--- config.mk ---
export PLATFORM = sky130hd
export DESIGN_NAME = pipe_control_unit
export DESIGN_NICKNAME = d
export VERILOG_FILES = /design/src/rtl/pipe_control_unit_pkg.sv /design/src/rtl/pipe_control_unit_decode.sv /design/src/rtl/pipe_control_unit.sv
export SDC_FILE = /design/constraint.sdc
export NUM_CORES = 1
export LEC_CHECK = 0
export ABC_AREA = 1
export CORE_ASPECT_RATIO = 0.75
export CORE_MARGIN = 3
export CORE_UTILIZATION = 35
export CTS_CLUSTER_DIAMETER = 120
export DETAILED_ROUTE_END_ITERATION = 8
export PLACE_DENSITY = 0.83
export SYNTH_ARGS = -nofsm -noshare
export SYNTH_HDL_FRONTEND = slang
export SYNTH_SLANG_ARGS = --single-unit
--- constraint.sdc ---
create_clock -name i_clk -period 1.8 [get_ports i_clk]
set_input_delay 0.36 -clock i_clk [delete_from_list [all_inputs] [get_ports i_clk]]
set_output_delay 0.36 -clock i_clk [all_outputs]
set_load 0.02 [all_outputs]
--- src/rtl/pipe_control_unit_pkg.sv ---
// Shared constants for the pipelined control unit: opcode/func encodings,
// control-word layout and the branch-source / compare-code encodings.
package pipe_control_unit_pkg;

  // Control word layout {AluSrc, RegDst[1:0], MemRead, MemWrite, RegWrite, RegSrc[1:0]}
  localparam int CONTROL_SIZE   = 8;
  localparam int CB_ALU_SRC     = 7;
  localparam int CB_REG_DST_LO  = 5;
  localparam int CB_MEM_READ    = 4;
  localparam int CB_MEM_WRITE   = 3;
  localparam int CB_REG_WRITE   = 2;

  // Opcode and func encodings
  localparam logic [5:0] OP_RTYPE = 6'h00;
  localparam logic [5:0] OP_J     = 6'h02;
  localparam logic [5:0] OP_JAL   = 6'h03;
  localparam logic [5:0] OP_BEQ   = 6'h04;
  localparam logic [5:0] OP_BNE   = 6'h05;
  localparam logic [5:0] OP_ADDI  = 6'h08;
  localparam logic [5:0] OP_SLTI  = 6'h0A;
  localparam logic [5:0] OP_ANDI  = 6'h0C;
  localparam logic [5:0] OP_ORI   = 6'h0D;
  localparam logic [5:0] OP_LW    = 6'h23;
  localparam logic [5:0] OP_SW    = 6'h2B;
  localparam logic [5:0] FN_JR    = 6'h08;

  typedef enum logic [1:0] {
    CC_NONE   = 2'b00,
    CC_BEQ    = 2'b01,
    CC_BNE    = 2'b10,
    CC_UNCOND = 2'b11
  } cmp_code_e;

  typedef enum logic [1:0] {
    BS_PC_IMM = 2'b00,
    BS_IMM26  = 2'b01,
    BS_RS     = 2'b10
  } br_src_e;

  typedef enum logic [1:0] {
    RD_RD = 2'b00,
    RD_RT = 2'b01,
    RD_RA = 2'b10
  } reg_dst_e;

  // Pack the individual control fields into one control word
  function automatic logic [CONTROL_SIZE-1:0] make_ctrl(
    input logic       alu_src,
    input logic [1:0] reg_dst,
    input logic       mem_read,
    input logic       mem_write,
    input logic       reg_write,
    input logic [1:0] reg_src
  );
    return {alu_src, reg_dst, mem_read, mem_write, reg_write, reg_src};
  endfunction

endpackage

--- src/rtl/pipe_control_unit_decode.sv ---
// ID-stage decoder: opcode/func -> control word, branch source, compare code,
// plus which source registers the instruction reads (used by the interlock).
module pipe_control_unit_decode
  import pipe_control_unit_pkg::*;
(
  input  logic                    i_id_valid,
  input  logic [5:0]              i_opcode,
  input  logic [5:0]              i_func,
  output logic [CONTROL_SIZE-1:0] o_ctrl,
  output logic [1:0]              o_branch_src,
  output logic [1:0]              o_compare_code,
  output logic                    o_reads_rs,
  output logic                    o_reads_rt,
  output logic                    o_is_branch
);

  // Decode table; an invalid ID slot decodes as an all-zero bubble
  always_comb begin
    o_ctrl         = '0;
    o_branch_src   = BS_PC_IMM;
    o_compare_code = CC_NONE;
    o_reads_rs     = 1'b0;
    o_reads_rt     = 1'b0;
    o_is_branch    = 1'b0;
    if (i_id_valid) begin
      o_reads_rs = 1'b1;
      case (i_opcode)
        OP_RTYPE: begin
          if (i_func == FN_JR) begin
            o_branch_src   = BS_RS;
            o_compare_code = CC_UNCOND;
            o_is_branch    = 1'b1;
          end else begin
            o_ctrl     = make_ctrl(1'b1, RD_RD, 1'b0, 1'b0, 1'b1, 2'b00);
            o_reads_rt = 1'b1;
          end
        end
        OP_J: begin
          o_reads_rs     = 1'b0;
          o_branch_src   = BS_IMM26;
          o_compare_code = CC_UNCOND;
        end
        OP_JAL: begin
          o_ctrl         = make_ctrl(1'b0, RD_RA, 1'b0, 1'b0, 1'b1, 2'b10);
          o_reads_rs     = 1'b0;
          o_branch_src   = BS_IMM26;
          o_compare_code = CC_UNCOND;
        end
        OP_ADDI, OP_SLTI, OP_ANDI, OP_ORI: begin
          o_ctrl = make_ctrl(1'b0, RD_RT, 1'b0, 1'b0, 1'b1, 2'b00);
        end
        OP_LW: begin
          o_ctrl = make_ctrl(1'b0, RD_RT, 1'b1, 1'b0, 1'b1, 2'b01);
        end
        OP_SW: begin
          o_ctrl     = make_ctrl(1'b0, RD_RD, 1'b0, 1'b1, 1'b0, 2'b00);
          o_reads_rt = 1'b1;
        end
        OP_BEQ: begin
          o_compare_code = CC_BEQ;
          o_reads_rt     = 1'b1;
          o_is_branch    = 1'b1;
        end
        OP_BNE: begin
          o_compare_code = CC_BNE;
          o_reads_rt     = 1'b1;
          o_is_branch    = 1'b1;
        end
        default: begin
          o_ctrl = '0;
        end
      endcase
    end else begin
      o_ctrl = '0;
    end
  end

endmodule

--- src/rtl/pipe_control_unit.sv ---
// Pipelined control unit: decodes in ID and carries control/dst through the
// ID/EX, EX/MEM and MEM/WB registers, with interlock, IF flush and memory freeze.
// Optional feature: define HAZARD_STALL_EN to enable the load-use / branch-operand
// interlock; without it only mem_busy stalls and software schedules NOPs.
module pipe_control_unit
  import pipe_control_unit_pkg::*;
#(
  parameter int CTRL_W     = 8,
  parameter int REG_ADDR_W = 5,
  parameter int RA_REG     = 31,
  parameter int DELAY_SLOT = 0
) (
  input  logic                  i_clk,
  input  logic                  i_reset,
  input  logic                  i_id_valid,
  input  logic [5:0]            i_opcode,
  input  logic [5:0]            i_func,
  input  logic [REG_ADDR_W-1:0] i_rs,
  input  logic [REG_ADDR_W-1:0] i_rt,
  input  logic [REG_ADDR_W-1:0] i_rd,
  input  logic                  i_branch_taken,
  input  logic                  i_mem_busy,
  output logic [1:0]            o_branch_src,
  output logic [1:0]            o_compare_code,
  output logic [2:0]            o_ex_ctrl,
  output logic [1:0]            o_mem_ctrl,
  output logic [2:0]            o_wb_ctrl,
  output logic [REG_ADDR_W-1:0] o_ex_dst,
  output logic [REG_ADDR_W-1:0] o_mem_dst,
  output logic [REG_ADDR_W-1:0] o_wb_dst,
  output logic                  o_stall_if_id,
  output logic                  o_flush_if_id
);

  localparam bit FLUSH_EN = (DELAY_SLOT == 32'sd0);

  logic [CTRL_W-1:0]       w_id_ctrl;
  logic [1:0]              w_branch_src;
  logic [1:0]              w_compare_code;
  logic                    w_reads_rs;
  logic                    w_reads_rt;
  logic                    w_is_branch;
  logic [REG_ADDR_W-1:0]   w_dst_sel;
  logic [REG_ADDR_W-1:0]   w_id_dst;
  logic                    w_hazard;
  logic                    w_stall;
  logic                    w_flush;

  logic [CTRL_W-1:0]       r_ex_ctrl;
  logic [REG_ADDR_W-1:0]   r_ex_dst;
  logic [CB_MEM_READ:0]    r_mem_ctrl;
  logic [REG_ADDR_W-1:0]   r_mem_dst;
  logic [CB_REG_WRITE:0]   r_wb_ctrl;
  logic [REG_ADDR_W-1:0]   r_wb_dst;

  pipe_control_unit_decode u_decode (
    .i_id_valid     (i_id_valid),
    .i_opcode       (i_opcode),
    .i_func         (i_func),
    .o_ctrl         (w_id_ctrl),
    .o_branch_src   (w_branch_src),
    .o_compare_code (w_compare_code),
    .o_reads_rs     (w_reads_rs),
    .o_reads_rt     (w_reads_rt),
    .o_is_branch    (w_is_branch)
  );

  // Destination select from RegDst; instructions that do not write get dst 0
  always_comb begin
    w_dst_sel = '0;
    case (w_id_ctrl[CB_REG_DST_LO +: 2])
      RD_RD:   w_dst_sel = i_rd;
      RD_RT:   w_dst_sel = i_rt;
      RD_RA:   w_dst_sel = REG_ADDR_W'(RA_REG);
      default: w_dst_sel = '0;
    endcase
    if (w_id_ctrl[CB_REG_WRITE]) begin
      w_id_dst = w_dst_sel;
    end else begin
      w_id_dst = '0;
    end
  end

`ifdef HAZARD_STALL_EN
  // True when register r is actually read and matches a writing producer
  function automatic logic reg_hit(
    input logic                  rd_en,
    input logic [REG_ADDR_W-1:0] r,
    input logic                  wr_en,
    input logic [REG_ADDR_W-1:0] dst
  );
    return rd_en && (r != '0) && wr_en && (dst == r);
  endfunction

  logic w_ex_hit;
  logic w_mem_hit;

  // Interlock: load-use against EX, branch/JR operands against EX and a load in MEM
  always_comb begin
    w_ex_hit  = reg_hit(w_reads_rs, i_rs, r_ex_ctrl[CB_REG_WRITE], r_ex_dst) |
                reg_hit(w_reads_rt, i_rt, r_ex_ctrl[CB_REG_WRITE], r_ex_dst);
    w_mem_hit = reg_hit(w_reads_rs, i_rs, r_mem_ctrl[CB_REG_WRITE], r_mem_dst) |
                reg_hit(w_reads_rt, i_rt, r_mem_ctrl[CB_REG_WRITE], r_mem_dst);
    w_hazard  = (r_ex_ctrl[CB_MEM_READ] & w_ex_hit) |
                (w_is_branch & w_ex_hit) |
                (w_is_branch & r_mem_ctrl[CB_MEM_READ] & w_mem_hit);
  end
`else
  logic w_unused_hazard;
  assign w_unused_hazard = ^{i_rs, i_rt, w_reads_rs, w_reads_rt, w_is_branch};
  assign w_hazard        = 1'b0;
`endif

  // Stall and flush requests for the IF/ID register, both cleared while in reset
  always_comb begin
    w_stall = 1'b0;
    w_flush = 1'b0;
    if (i_reset) begin
      w_stall = 1'b0;
      w_flush = 1'b0;
    end else begin
      w_stall = i_mem_busy | w_hazard;
      if (FLUSH_EN && !w_stall) begin
        w_flush = (w_compare_code == CC_UNCOND) |
                  (((w_compare_code == CC_BEQ) | (w_compare_code == CC_BNE)) & i_branch_taken);
      end else begin
        w_flush = 1'b0;
      end
    end
  end

  // Stage registers: reset clears, mem_busy freezes, hazard injects an ID/EX bubble
  always_ff @(posedge i_clk) begin
    if (i_reset) begin
      r_ex_ctrl  <= '0;
      r_ex_dst   <= '0;
      r_mem_ctrl <= '0;
      r_mem_dst  <= '0;
      r_wb_ctrl  <= '0;
      r_wb_dst   <= '0;
    end else if (i_mem_busy) begin
      r_ex_ctrl  <= r_ex_ctrl;
      r_ex_dst   <= r_ex_dst;
      r_mem_ctrl <= r_mem_ctrl;
      r_mem_dst  <= r_mem_dst;
      r_wb_ctrl  <= r_wb_ctrl;
      r_wb_dst   <= r_wb_dst;
    end else begin
      if (w_hazard) begin
        r_ex_ctrl <= '0;
        r_ex_dst  <= '0;
      end else begin
        r_ex_ctrl <= w_id_ctrl;
        r_ex_dst  <= w_id_dst;
      end
      r_mem_ctrl <= r_ex_ctrl[CB_MEM_READ:0];
      r_mem_dst  <= r_ex_dst;
      r_wb_ctrl  <= r_mem_ctrl[CB_REG_WRITE:0];
      r_wb_dst   <= r_mem_dst;
    end
  end

  assign o_branch_src   = w_branch_src;
  assign o_compare_code = w_compare_code;
  assign o_ex_ctrl      = r_ex_ctrl[CB_ALU_SRC -: 3];
  assign o_mem_ctrl     = r_mem_ctrl[CB_MEM_READ:CB_MEM_WRITE];
  assign o_wb_ctrl      = r_wb_ctrl;
  assign o_ex_dst       = r_ex_dst;
  assign o_mem_dst      = r_mem_dst;
  assign o_wb_dst       = r_wb_dst;
  assign o_stall_if_id  = w_stall;
  assign o_flush_if_id  = w_flush;

endmodule
# Word-level counts from Yosys, hierarchy flattened
# Index checks and enable logic that the tools add are counted.
# op_classes
n_addsub,0
multipliers,0
div,0
magnitude_cmp,0
eq_ne,16
shifts,0
muxes,14
n_bitwise,3
n_reduce_logical,4
# ops
operator,n
$pmux 8 s5,1
$eq 6x4->1 const B,5
$mux 8,2
$pmux 5 s3,1
$eq 6x2->1 const B,2
$eq 6x3->1 const B,2
$eq 6x6->1 const B,2
$mux 2,4
$pmux 2 s4,1
$eq 2x2->1 const B,3
$logic_not 6->1,1
$mux 5,1
$eq 2x1->1 const B,2
$pmux 2 s2,1
$reduce_or 4->1,1
$mux 1,3
$logic_not 2->1,1
$or 1x1->1,2
$reduce_or 2->1,1
$and 1x1->1,1
# totals
ff_bits,31
latch_bits,0
ramBits,0
rom_bits,0
out_inout_bits,29
word_cells,43
memories,0

# Depth between registers and ports, before layout
# logic_depth
word_depth,10
mapped_depth,11
depth_no_buf,11

# Modules after synthesis
# Synthesis repeated with hierarchy kept, for this count alone.
# unflattened
hier_cells,208
area_unflattened_um2,1456.4
# by_module_without_submodules
module,n_inst,cells_each,area_each_um2,seq_area_each_um2
pipe_control_unit,1,152,1177.4,620.6
pipe_control_unit_decode,1,56,279.0,0.0

# Worst setup path before layout
# Ideal clock, no wire load.
# synth_timing
path_kind,input -> output
start,input port i_opcode[4]
end,output port o_flush_if_id
t_arrival_ns,1.732
slack_ns,-0.292
stages,11
path_buffers,0
cell_sequence,nor2_1 -> nand4_1 -> nor2_1 -> nor2_1 -> o21ai_0 -> nand2_1 -> inv_1 -> ha_1 -> a21oi_1 -> or2_2 -> inv_1
# synth_between
elab_chain_len,10
word_cells_on_any_way,16
cone_classes,eq/ne (7); mux (4); bitwise (3); reduce/logical (2)
# synth_rtl
element,line,text
from (decl),pipe_control_unit.sv:16,"input logic [5:0] i_opcode,"
$eq 6x2->1,-,
$reduce_or 2->1 (no line),-,
$pmux 2 s4 *,pipe_control_unit_decode.sv:27,case (i_opcode)
$mux 2 *,pipe_control_unit_decode.sv:25,if (i_id_valid) begin
net o_compare_code[1],pipe_control_unit.sv:24,"output logic [1:0] o_compare_code,"
$eq 2x1->1 or $eq 2x2->1 (tied branches),pipe_control_unit.sv:125,(((w_compare_code == CC_BEQ) | (w_compare_code == CC_BNE)) & i_branch_taken);
$or 1x1->1,pipe_control_unit.sv:125,
$and 1x1->1,pipe_control_unit.sv:125,
$or 1x1->1 *,pipe_control_unit.sv:124,w_flush = (w_compare_code == CC_UNCOND) |
$mux 1 *,pipe_control_unit.sv:123,if (FLUSH_EN && !w_stall) begin
$mux 1 *,pipe_control_unit.sv:118,if (i_reset) begin
to (decl),pipe_control_unit.sv:32,output logic o_flush_if_id
# The timed path passes the listed nets; every way through them passes the cells marked *.

# Worst setup path after layout
# layout_timing
start,input port i_func[1]
end,output port o_flush_if_id
# layout_between
elab_chain_len,10
word_cells_on_any_way,12
cone_classes,eq/ne (4); mux (5); bitwise (3)
# layout_rtl
element,line,text
from (decl),pipe_control_unit.sv:17,"input logic [5:0] i_func,"
$eq 6x4->1 *,pipe_control_unit_decode.sv:29,if (i_func == FN_JR) begin
$mux 2 *,pipe_control_unit_decode.sv:29,
$pmux 2 s4 *,pipe_control_unit_decode.sv:27,
$mux 2 *,pipe_control_unit_decode.sv:25,
$eq 2x1->1 or $eq 2x2->1 (tied branches),pipe_control_unit.sv:125,
$or 1x1->1,pipe_control_unit.sv:125,
$and 1x1->1,pipe_control_unit.sv:125,
$or 1x1->1 *,pipe_control_unit.sv:124,
$mux 1 *,pipe_control_unit.sv:123,
$mux 1 *,pipe_control_unit.sv:118,
# Mark *: on every way between the ends. The rest lies on a longest branch, timed or not.

==> out/results.txt <==
share of the synthesized area in the top cell type = 43.0%
Fill cells = 291
Max-slew headroom = 74.4%
H-tree level count = 1
failing checks = setup timing
setup TNS = -257 ps
via count = 1397
fmax = 486 MHz
area leader, netlist = dfxtp_1
Seq/Total Area, Yosys = 43.0%
PwrDens = 571 nW/um2
hold violation count in the final report = 0
die width = 76.5 um
Synth Warn # = 0
fin crit share = 114%
fraction of layout cells with a size suffix above 1 = 36.8%
Post-Syn Instances = 174
final instance area = 2300 um2
RePlAce Congestion = 0.869
Seq. cell area = 561 um2
Critical Path AT = 1700 ps
Final Util = 67.2%
CP cell instances = buf_6 > nor2_2 > nand4_1 > nor2_1 > nor2_1 > o21ai_1 > nand2_1 > inv_2 > ha_4 > a21oi_2 > or2_4 > inv_4 > buf_6
FF-to-FF path depth = 2
synth top area cells = dfxtp_1 (43%), nand2_1 (12%), inv_1 (6.6%)
Antenna Cells = 0
Die Area = 4500 um2
clock root cell = clkbuf_8
Final Critical Period = 2060 ps
antenna violations before repair = 0
num rows = 18
worst vdd ir = 423 uV
Least-Margin Pin Slew = 384 ps
Port Buffer Count = 55
initial DRC count = 43
Mapped Area = 1300 um2
first-pass GRT wire length = 6220 um
final slew viol count = 0
antenna viol nets, final = 0
crit path to = o_flush_if_id
DRC violations left = 0
starting density of the core = 38.1%
Area after DPL = 2110 um2
CTS tree = yes
Post-Route WL = 3810 um
synth unique cells = 28
Setup CP Type = input pin to primary output
core box area = 3420 um2
final setup fails = 1
crit end category = primary output
CP Data Required Time = 1440 ps
WHS = 399 ps
CP Launch Point = i_func[1]
buffers plus inverters on the worst setup path = 4
family with the most delay on the worst path = simple AND/OR/NAND/NOR gates
GRT Util Overall = 17.1%
CP Launch Type = input pin
largest stage delay on the critical path = 200 ps
leakage power = 0.983 nW
DP HPWL = 2760 um
Layout area overhead = 76.4%
I/O pins = 61
slowest CP cell = ha_4
Syn Area/Cell = 7.49 um2
Clock Sinks = 28
grt ovf = 0
Worst-path clk slew = 90 ps
nets@finish = 295
max_cap viols = 0
R2R Path End = o_mem_dst[0]
Seq cells post-synth = 28
multi-input logic area = 662 um2
Net Count, Synth = 207
r2r setup slk = 1150 ps
status = finished, violations left
vias in the first global route = 1364
detail-routed via count per cell = 4.49
largest net degree at the start of global routing = 19
worst skew pair latency = 270 ps
Setup WS post-layout = -257 ps
1st-pass router iterations = 4
clk buf depth = 2
FF-to-FF Start = o_ex_dst[0]
RSZ-0062 raised after global routing = true
worst hold path type = input pin to register
Die Ht = 58.9 um
crit-path max FO = 2
number of cells on the critical path = 13
Layout Skew = 4.06 ps
cts bufs inserted = 3
Routed WL per cell = 12.3 um
## synth_stat cells
cell type  number
nand2_1        43
dfxtp_1        28
inv_1          23
o21ai_0        12
nand3_1         8
nor2_1          6
buf_4           5
inv_2           5
o22ai_1         5
nand2_2         4
nor2_4          4
o21ai_1         4
nand3b_1        3
nand4_1         3
or2_0           3
buf_2           2
nand2_4         2
nor2_2          2
nor3_1          2
o21ai_2         2
a21oi_1         1
clkbuf_1        1
ha_1            1
nand3_2         1
nor3_2          1
nor4_1          1
o41ai_1         1
or2_2           1
## cell families (layout without fill, tap and decap cells)
| group | Yosys count | count (layout) | share of synthesized area [%] |
|---|---|---|---|
| compound gates | 25 | 25 | 10.9 |
| simple gates | 84 | 84 | 33.1 |
| buf+inv | 36 | 123 | 12.0 |
| flops | 28 | 28 | 43.0 |
| fa+ha+maj | 1 | 1 | 0.960 |
## timing repair
| action | 4_1_cts | 5_1_grt |
|---|---|---|
| hold buffers | 0 | 0 |
| setup buffers | 6 | 1 |
| pin swaps | 12 | 9 |
| endpoints found under the setup margin | 6 | 6 |
| resized for setup | 85 | 20 |
## layer usage
metal  global-route usage [%]  up-vias  share of wire (%)
met2                     31.2       38                 50
met4                     2.84        0               0.29
met3                     4.43        2                5.8
met5                        0        -                  0
met1                     20.8      635                 43
li1                         -      722                  -
## cell type report
type | instances | share of cell area, %
clock buffers | 3 | 1.80
clock inverters | 1 | 1.31
inverters | 28 | 4.68
multi-input cells | 110 | 28.8
flip-flops and latches | 28 | 24.4
well taps | 50 | 2.72
repair buffers | 91 | 36.3
## worst min-delay path by stage
stage               slack [ps]          start  depth (start not counted)             to
detailed placement         430  r_mem_ctrl[3]                          2  r_mem_ctrl[3]
finish                     400    i_opcode[2]                          3   r_ex_ctrl[3]
floorplan                  420  r_mem_ctrl[3]                          2  r_mem_ctrl[3]
CTS                        400    i_opcode[2]                          3   r_ex_ctrl[3]
global placement           430  r_mem_ctrl[3]                          2  r_mem_ctrl[3]
global route               390    i_opcode[2]                          3   r_ex_ctrl[3]
## power breakdown
part | switching (mW) | internal (mW)
Clock | 0.187 | 0.298
Sequential | 0.00158 | 0.622
Combinational | 0.0932 | 0.112
## stage by stage
step	worst slack (ps)	total power, mW	instances
2_1_floorplan	-119	0.701	174
6_report	-257	1.31	311
5_1_grt	-365	1.36	311
3_5_place_dp	-1230	0.822	300
3_3_place_gp	-1160	0.819	300
4_1_cts	-270	1.31	310
## worst reg2reg max path, delay by kind of cell, from the launching register on
kind / cells / cell delay (ps)
AOI/OAI and AO/OA: 1 / 170
buffers and inverters: 1 / 70
DFF: 1 / 340
## state kept, by name, indices dropped and copies added (netlist names)
| name | cells |
|---|---|
| o_wb_dst | 5 |
| o_wb_ctrl | 3 |
| o_mem_dst | 5 |
| o_ex_dst | 5 |
| r_ex_ctrl | 6 |
| r_mem_ctrl | 4 |
## placed cells by master, fill, tap and decap left out, types with 3 or more instances in the layout
| cell | instances |
|---|---|
| dfxtp_1 | 28 |
| nor2_1 | 3 |
| nor2_4 | 7 |
| clkbuf_8 | 3 |
| buf_6 | 16 |
| inv_1 | 16 |
| nand3_1 | 8 |
| inv_2 | 11 |
| clkdlybuf4s50_1 | 36 |
| buf_4 | 33 |
| nand2_1 | 42 |
| o21ai_0 | 10 |
| nand2_2 | 5 |
| or2_0 | 3 |
| o22ai_1 | 5 |
| nand3b_1 | 3 |
| nand4_1 | 3 |
| o21ai_1 | 6 |
Power figures use the tool's default switching activity.
